===== src/rtl/riscv_if_queued.sv =====
// riscv_if_queued: instruction-fetch stage with a decoupling fetch queue.
// Owns the fetch PC, accepts aligned packets from the realigner (following
// the predictor's redirect/target decision) and buffers them in a DEPTH-entry
// circular queue. Decode drains the queue through a valid/ready handshake.
//
// Ports:
//   clk, rst_n          clock, synchronous active-low reset
//   fetch_pc            current fetch PC (registered)
//   in_valid/in_inst/in_compressed   aligned packet from the realigner
//   pred_redirect/pred_target        qualified predictor decision
//   in_accept           packet accepted this cycle (combinational)
//   make_correction/pc_correction    EX redirect, flushes the queue
//   out_valid/out_ready handshake towards decode
//   out_inst/out_pc/out_compressed/out_pred_dest   queue head (NOP/0 when empty)
//   occupancy           entries held
//   full_stall_cnt      saturating count of cycles a packet was refused
module riscv_if_queued #(
    parameter int unsigned     XLEN     = 32,
    parameter int unsigned     DEPTH    = 4,
    parameter logic [XLEN-1:0] RESET_PC = '0,
    parameter logic [XLEN-1:0] NOP      = XLEN'(32'h0000_0013)
) (
    input  logic                     clk,
    input  logic                     rst_n,
    output logic [XLEN-1:0]          fetch_pc,
    input  logic                     in_valid,
    input  logic [XLEN-1:0]          in_inst,
    input  logic                     in_compressed,
    input  logic                     pred_redirect,
    input  logic [XLEN-1:0]          pred_target,
    output logic                     in_accept,
    input  logic                     make_correction,
    input  logic [XLEN-1:0]          pc_correction,
    output logic                     out_valid,
    input  logic                     out_ready,
    output logic [XLEN-1:0]          out_inst,
    output logic [XLEN-1:0]          out_pc,
    output logic                     out_compressed,
    output logic [XLEN-1:0]          out_pred_dest,
    output logic [$clog2(DEPTH):0]   occupancy,
    output logic [31:0]              full_stall_cnt
);

    localparam int unsigned PTR_W = $clog2(DEPTH);
    localparam int unsigned CNT_W = PTR_W + 1;

    // Queue storage, one array per packet field.
    logic [XLEN-1:0]  mem_pc   [DEPTH];
    logic [XLEN-1:0]  mem_inst [DEPTH];
    logic [XLEN-1:0]  mem_dest [DEPTH];
    logic [DEPTH-1:0] mem_comp;

    logic [PTR_W-1:0] rd_ptr;
    logic [PTR_W-1:0] wr_ptr;
    logic [CNT_W-1:0] count;

    logic             empty_c;
    logic             full_c;
    logic             pop_c;
    logic             push_c;
    logic             stall_c;
    logic [XLEN-1:0]  next_pc_c;

    // Handshake and next-PC decisions.
    always_comb begin
        empty_c   = (count == '0);
        full_c    = (count == CNT_W'(DEPTH));
        pop_c     = !empty_c && out_ready && !make_correction;
        push_c    = in_valid && !make_correction && (!full_c || pop_c);
        stall_c   = in_valid && !push_c && !make_correction;
        next_pc_c = pred_redirect ? pred_target
                                  : fetch_pc + (in_compressed ? XLEN'(2) : XLEN'(4));
    end

    // Head view; fields are forced to NOP/0 while the queue is empty.
    always_comb begin
        in_accept      = push_c;
        out_valid      = !empty_c;
        out_inst       = NOP;
        out_pc         = '0;
        out_compressed = 1'b0;
        out_pred_dest  = '0;
        occupancy      = count;
        if (!empty_c) begin
            out_inst       = mem_inst[rd_ptr];
            out_pc         = mem_pc[rd_ptr];
            out_compressed = mem_comp[rd_ptr];
            out_pred_dest  = mem_dest[rd_ptr];
        end
    end

    // Fetch PC: correction beats an accepted packet, otherwise hold.
    always_ff @(posedge clk) begin
        if (!rst_n) begin
            fetch_pc <= RESET_PC;
        end else if (make_correction) begin
            fetch_pc <= pc_correction;
        end else if (push_c) begin
            fetch_pc <= next_pc_c;
        end
    end

    // Pointers and occupancy; a correction flushes and drops same-cycle traffic.
    always_ff @(posedge clk) begin
        if (!rst_n) begin
            rd_ptr <= '0;
            wr_ptr <= '0;
            count  <= '0;
        end else if (make_correction) begin
            rd_ptr <= '0;
            wr_ptr <= '0;
            count  <= '0;
        end else begin
            if (push_c) begin
                wr_ptr <= wr_ptr + PTR_W'(1);
            end
            if (pop_c) begin
                rd_ptr <= rd_ptr + PTR_W'(1);
            end
            if (push_c && !pop_c) begin
                count <= count + CNT_W'(1);
            end else if (!push_c && pop_c) begin
                count <= count - CNT_W'(1);
            end
        end
    end

    // Entry write; stale contents are harmless because count gates the head.
    always_ff @(posedge clk) begin
        if (push_c) begin
            mem_pc[wr_ptr]   <= fetch_pc;
            mem_inst[wr_ptr] <= in_inst;
            mem_comp[wr_ptr] <= in_compressed;
            mem_dest[wr_ptr] <= next_pc_c;
        end
    end

    // Refused-packet counter, saturating.
    always_ff @(posedge clk) begin
        if (!rst_n) begin
            full_stall_cnt <= '0;
        end else if (stall_c && (full_stall_cnt != '1)) begin
            full_stall_cnt <= full_stall_cnt + 32'd1;
        end
    end

endmodule


===== config.mk =====
export PLATFORM = sky130hd
export DESIGN_NAME = riscv_if_queued
export DESIGN_NICKNAME = d
export VERILOG_FILES = /design/src/rtl/riscv_if_queued.sv
export SDC_FILE = /design/constraint.sdc
export NUM_CORES = 1
export LEC_CHECK = 0
export ABC_AREA = 1
export BUFFER_PORTS_ARGS = -buffer_cell sky130_fd_sc_hd__buf_2
export CAP_MARGIN = 20
export CELL_PAD_IN_SITES_DETAIL_PLACEMENT = 0
export CELL_PAD_IN_SITES_GLOBAL_PLACEMENT = 1
export CORE_ASPECT_RATIO = 1.75
export CORE_MARGIN = 4
export CORE_UTILIZATION = 32
export DETAILED_ROUTE_END_ITERATION = 6
export PLACE_DENSITY = 0.69
export SLEW_MARGIN = 10
export SYNTH_ARGS = -nofsm -noshare
export SYNTH_HDL_FRONTEND = slang
export SYNTH_SLANG_ARGS = --single-unit

===== constraint.sdc =====
create_clock -name clk -period 10.7 [get_ports clk]
set_input_delay 2.14 -clock clk [delete_from_list [all_inputs] [get_ports clk]]
set_output_delay 2.14 -clock clk [all_outputs]
set_load 0.02 [all_outputs]

==> results.cfg, run 1 <==
[run_status]
status = completed

[floorplan]
die-area_um2 = 67700
start_util_pct = 32.2
core_um2 = 63000
die_height_um = 341
die_w_um = 198
rows = 122
io_pins = 269

[worst_setup_path]
start_kind = flip-flop
crit_type = flip-flop to output port
cp-endpoint = out_pc[12]
worstPathArrival_ns = 3.84
r2r-end = mem_dest[1][29]$_DFFE_PP_
cpMaxStageDelayCell = buf_4
slowest_delay_ns = 0.64
required_ns = 8.56
crit_path_frequent_cell = buf_4
reg2reg_depth = 8
worstPathCellList = inv_4 -> buf_4 -> buf_4 -> o21ai_0 -> a21oi_1 -> buf_2
critPathMaxFanout = 69
r2r_slack_ns = 7.28
cp-end-kind = output port
r2r_start = occupancy[0]$_SDFFE_PP0P_

[pwr]
internal-power_w = 0.00303
pwr-share-seq_pct = 50.8
combinationalPowerShare_pct = 7.8
clkPwrFrac_pct = 41.4
power.total_w = 0.00399
p_leak_nw = 8.76
powerDensity_nw_per_um2 = 166
ir_worst_vdd_mv = 0.117
switchingPower_w = 0.000954
p_sw_share_pct = 23.9

[synth]
netlist_area_um2 = 20300
async_flop_share_pct = 0
synth_ff_type = edfxtp_1
post-synth-top-area-cell = edfxtp_1
ys_ff_latch = 461
netlist_top_cells_count = 494 x nor2_1, 388 x edfxtp_1, 291 x nand2_1
netlist.area_leader.share_pct = 57.4
yosysSeqAreaShare_pct = 64.5
synth_cells = 2028
synth-edff-count = 388
yosys_warnings = 0
yosysMostFrequentCell = nor2_1
yosysUniqueCellTypes = 45
syn_nets = 2141
avgSynthCellArea_um2 = 10.0
synth_area_leaders = edfxtp_1 57%, nor2_1 9.1%, dfxtp_1 7.2%

[drt]
antenna_left = 0
drc_errors = 0
drt_iter0_drc = 780
detail_route.vias_per_cell = 4.91
wl_per_cell_um = 20.8
drt_wl_total_mm = 65.0
firstDrtPassIters = 5
via_count = 15400

[job]
maxCapViolCount = 0

[clock_network]
cts.repair.resized = 0
cts-buffers-inserted = 46
cts_max_level = 2
cts_buffer_depth = 3
cts_setup_buffers = 0
cts_tree = done
cts-root-buf = clkbuf_16
cts_sinks = 461
cts_hold_buf = 0
clkTransAtPathRegs_ns = 0.06
clk_latency_ns = 0.57

[sta]
finalMaxSlewViolations = 0
holdWs_ns = 0.510
setup_viol = 0
tightest_slew_ns = 0.954
rsz0062_at_grt = no
fin_crit_ns = 5.98
finalSetupTns_ns = 0
final_hold_viol_count = 0
fin_crit_sh_pct = 55.9
finClkSkew_ns = 0.0144
fmax_ghz = 0.167
slew_headroom_pct = 36.4

[global_route]
overflow = 0
grt_pass1_wl_mm = 94.9
grt_max_degree = 70
grt_pass1_vias = 15000
antenna_found_initial = 24
grt.total_usage_pct = 18.5

[final_layout]
nFillCells = 6315
drive_gt1_share_pct = 20.1
nets = 2379
utilization_pct = 38.1
stdcell_count = 3127
area_delta_synth_final_pct = 18.2
final-seq-area_um2 = 13100
multi_input_area_um2 = 6390

[hold_path]
hold_start = wr_ptr[0]$_SDFFE_PP0P_
hold_class = flip-flop to flip-flop

[placement]
portBuffers = 268
dp_cells = 3024
gp_congestion = 0.917
dp_hpwl_mm = 44.1
## worst min-delay path by stage
stage	end	slack, ns	cells past startpoint
6_report	wr_ptr[0]$_SDFFE_PP0P_	0.51	2
5_1_grt	full_stall_cnt[23]$_SDFFE_PN0P_	0.54	2
4_1_cts	full_stall_cnt[9]$_SDFFE_PN0P_	0.51	2
3_5_place_dp	full_stall_cnt[9]$_SDFFE_PN0P_	0.50	2
3_3_place_gp	wr_ptr[0]$_SDFFE_PP0P_	0.49	2
2_1_floorplan	wr_ptr[0]$_SDFFE_PP0P_	0.48	2
## power groups by stage
stage / sequential [W] / combinational, W / clock (W)
2_1_floorplan: 0.00207 / 0.000167 / 0
3_3_place_gp: 0.00206 / 0.000315 / 0
3_5_place_dp: 0.00207 / 0.000319 / 0
4_1_cts: 0.00203 / 0.000321 / 0.00169
5_1_grt: 0.00203 / 0.000344 / 0.00176
6_report: 0.00203 / 0.000313 / 0.00165
## through the flow
step | area (um^2) | setup WS [ns]
floorplan | 20300 | 3.41
global placement | 22400 | 4.90
detailed placement | 22400 | 4.89
CTS | 24000 | 4.62
global route | 24000 | 4.44
finish | 24000 | 4.72
## area by class of cell
type | instances | area share [%]
Antenna cell | 19 | 0.198
Clock buffer | 59 | 5.25
Clock inverter | 25 | 1.12
Inverter | 103 | 1.65
Multi-Input combinational cell | 1363 | 26.6
Sequential cell | 461 | 54.7
Tap cell | 806 | 4.20
Timing Repair Buffer | 291 | 6.31
## placed cells by master (no fill, tap or decap), drive strengths merged, types with 19 or more instances in the layout
cell type and n:
clkbuf 59, inv 102, nor2 497, a21oi 157, dfxtp 73, buf 291, diode 19, xor2 25
nand3 54, nand2 325, edfxtp 388, o21ai 230
## sequential cells by signal (all words and copies together) (netlist names), named ones only
name,flops
mem_inst,128
occupancy,3
rd_ptr,2
full_stall_cnt,32
fetch_pc,32
wr_ptr,2
mem_comp,4
mem_pc,128
mem_dest,128
## routing by layer
layer	vias up	share of wire [%]	GRT usage, %
met5	-	0.10	0
met4	10	3.4	6.03
met1	7462	38	20.9
li1	7376	-	-
met2	409	53	34.3
met3	105	6.1	4.06
## worst max-delay path, delay by kind of cell (launching register included)
kind | cells | cell delay (ns)
AOI/OAI and AO/OA | 2 | 0.65
buffers and inverters | 4 | 2.02
DFF | 1 | 0.47
## kinds of logic after synthesis
kind of cell	count (synthesis)	share of synthesized area [%]
compound gates	407	10.8
xor+xnor	27	1.16
fa+ha+maj	10	0.690
buf+inv	204	4.15
flops	461	64.5
simple gates	919	18.7
(Power assumes the default switching activity.)
==> run 2: changes to the inputs <==
- PLACE_DENSITY: 0.69 -> 0.71
- clock period: 10.7 -> 5.4 ns (I/O delays scaled with it)
==> run 2 against run 1 <==
Core utilization is essentially flat. Combinational power increased by 96%. First-iteration DRC count increased by 16%. Die area unchanged. Largest power group unchanged.
==> results.cfg, run 2 (synthesized netlist as in run 1, its figures left out) <==
[run_status]
status = completed

[sta]
holdWs_ns = 0.508
final_hold_viol_count = 0
fmax_ghz = 0.233
setup_viol = 0
fin_crit_ns = 4.29
finalSetupTns_ns = 0
slew_headroom_pct = 33.9
finalMaxSlewViolations = 0
fin_crit_sh_pct = 79.4
finClkSkew_ns = 0.0200
tightest_slew_ns = 0.992
rsz0062_at_grt = no

[final_layout]
reg.largest.list = mem_dest x128, mem_inst x128, mem_pc x128
area_delta_synth_final_pct = 18.1
final_cell_mix = 490 x nor2_1, 388 x edfxtp_1, 291 x nand2_1, 268 x buf_2, 207 x o21ai_0
multi_input_area_um2 = 6390
final_common_cell = nor2_1
final-seq-area_um2 = 13100
nets = 2377
utilization_pct = 38.1
drive_gt1_share_pct = 19.8
nFillCells = 6278
design_area_um2 = 24000
stdcell_count = 3122

[clock_network]
cts_max_level = 2
clk_latency_ns = 0.58
cts_sinks = 461
clkTransAtPathRegs_ns = 0.06
cts-buffers-inserted = 44
cts-root-buf = clkbuf_16
cts_tree = done
cts_setup_buffers = 0
cts.repair.resized = 0
cts_hold_buf = 0
cts_buffer_depth = 3

[global_route]
antenna_found_initial = 27
overflow = 0
grt_pass1_wl_mm = 94.0
grt_pass1_vias = 15100
grt_max_degree = 78
grt.total_usage_pct = 18.3

[worst_setup_path]
crit_type = flip-flop to output port
worstPathArrival_ns = 3.21
cp_top_family = buffers and inverters
slowest_delay_ns = 0.70
worstPathCellList = nor2_4 -> nand2_4 -> clkinv_2 -> buf_4 -> a21oi_1 -> buf_2
required_ns = 4.32
start_kind = flip-flop
critPathMaxFanout = 46
cpMaxStageDelayCell = clkinv_2
cp_num_buf_inv = 3
cp-end-kind = output port

[floorplan]
start_util_pct = 32.2
die_height_um = 341
die_w_um = 198
die-area_um2 = 67700
core_um2 = 63000
io_pins = 269
rows = 122

[drt]
via_count = 15300
drt_iter0_drc = 901
drt_wl_total_mm = 63.2
wl_per_cell_um = 20.2
drc_errors = 0
antenna_left = 0
detail_route.vias_per_cell = 4.88
firstDrtPassIters = 5

[job]
maxCapViolCount = 0

[hold_path]
hold_class = flip-flop to flip-flop

[placement]
dp_cells = 3024
placed_area_um2 = 22500
portBuffers = 268
gp_congestion = 0.909
dp_hpwl_mm = 43.2

[pwr]
ir_worst_vdd_mv = 0.225
powerDensity_nw_per_um2 = 323
p_leak_nw = 8.74
-- run 2: metal layers --
layer	vias up	share of wire, %	global-route usage [%]
li1	7360	-	-
met1	7350	37	21.0
met2	423	52	32.9
met3	99	7.3	5.12
met4	18	2.7	5.35
met5	-	0.20	0
-- run 2: tightest hold or removal path, cell delays in order, from the launching register on --
cell and delay (ns):
dfxtp_1 0.34, nand2_2 0.08, a21oi_2 0.05
-- run 2: metrics by stage --
stage          setup slack (ns)  total power (W)
4_1_cts                   0.985          0.00784
3_5_place_dp               1.35          0.00472
5_1_grt                   0.895          0.00803
6_report                   1.11          0.00774
3_3_place_gp               1.40          0.00471
2_1_floorplan            -0.833          0.00443
-- run 2: final timing paths --
| kind | from | endpoint | slack [ns] | cells after the start |
|---|---|---|---|---|
| max | occupancy[0]$_SDFFE_PP0P_ | out_pred_dest[17] | 1.11 | 6 |
| min | full_stall_cnt[23]$_SDFFE_PN0P_ | full_stall_cnt[23]$_SDFFE_PN0P_ | 0.51 | 2 |
| max reg2reg | occupancy[0]$_SDFFE_PP0P_ | mem_dest[1][31]$_DFFE_PP_ | 2.76 | 7 |
| min reg2reg | full_stall_cnt[23]$_SDFFE_PN0P_ | full_stall_cnt[23]$_SDFFE_PN0P_ | 0.51 | 2 |
-- run 2: final cells by class --
type | count | area share (%)
well taps | 806 | 4.20
multi-input cells | 1363 | 26.6
flip-flops and latches | 461 | 54.7
repair buffers | 291 | 6.67
clock inverters | 19 | 0.855
clock buffers | 61 | 5.15
inverters | 103 | 1.64
diodes | 18 | 0.188
-- run 2: power by group --
group          total (W)  internal [W]  switching, W
combinational   0.000612      0.000173      0.000440
sequential       0.00402       0.00395     0.0000731
clock            0.00311       0.00176       0.00135
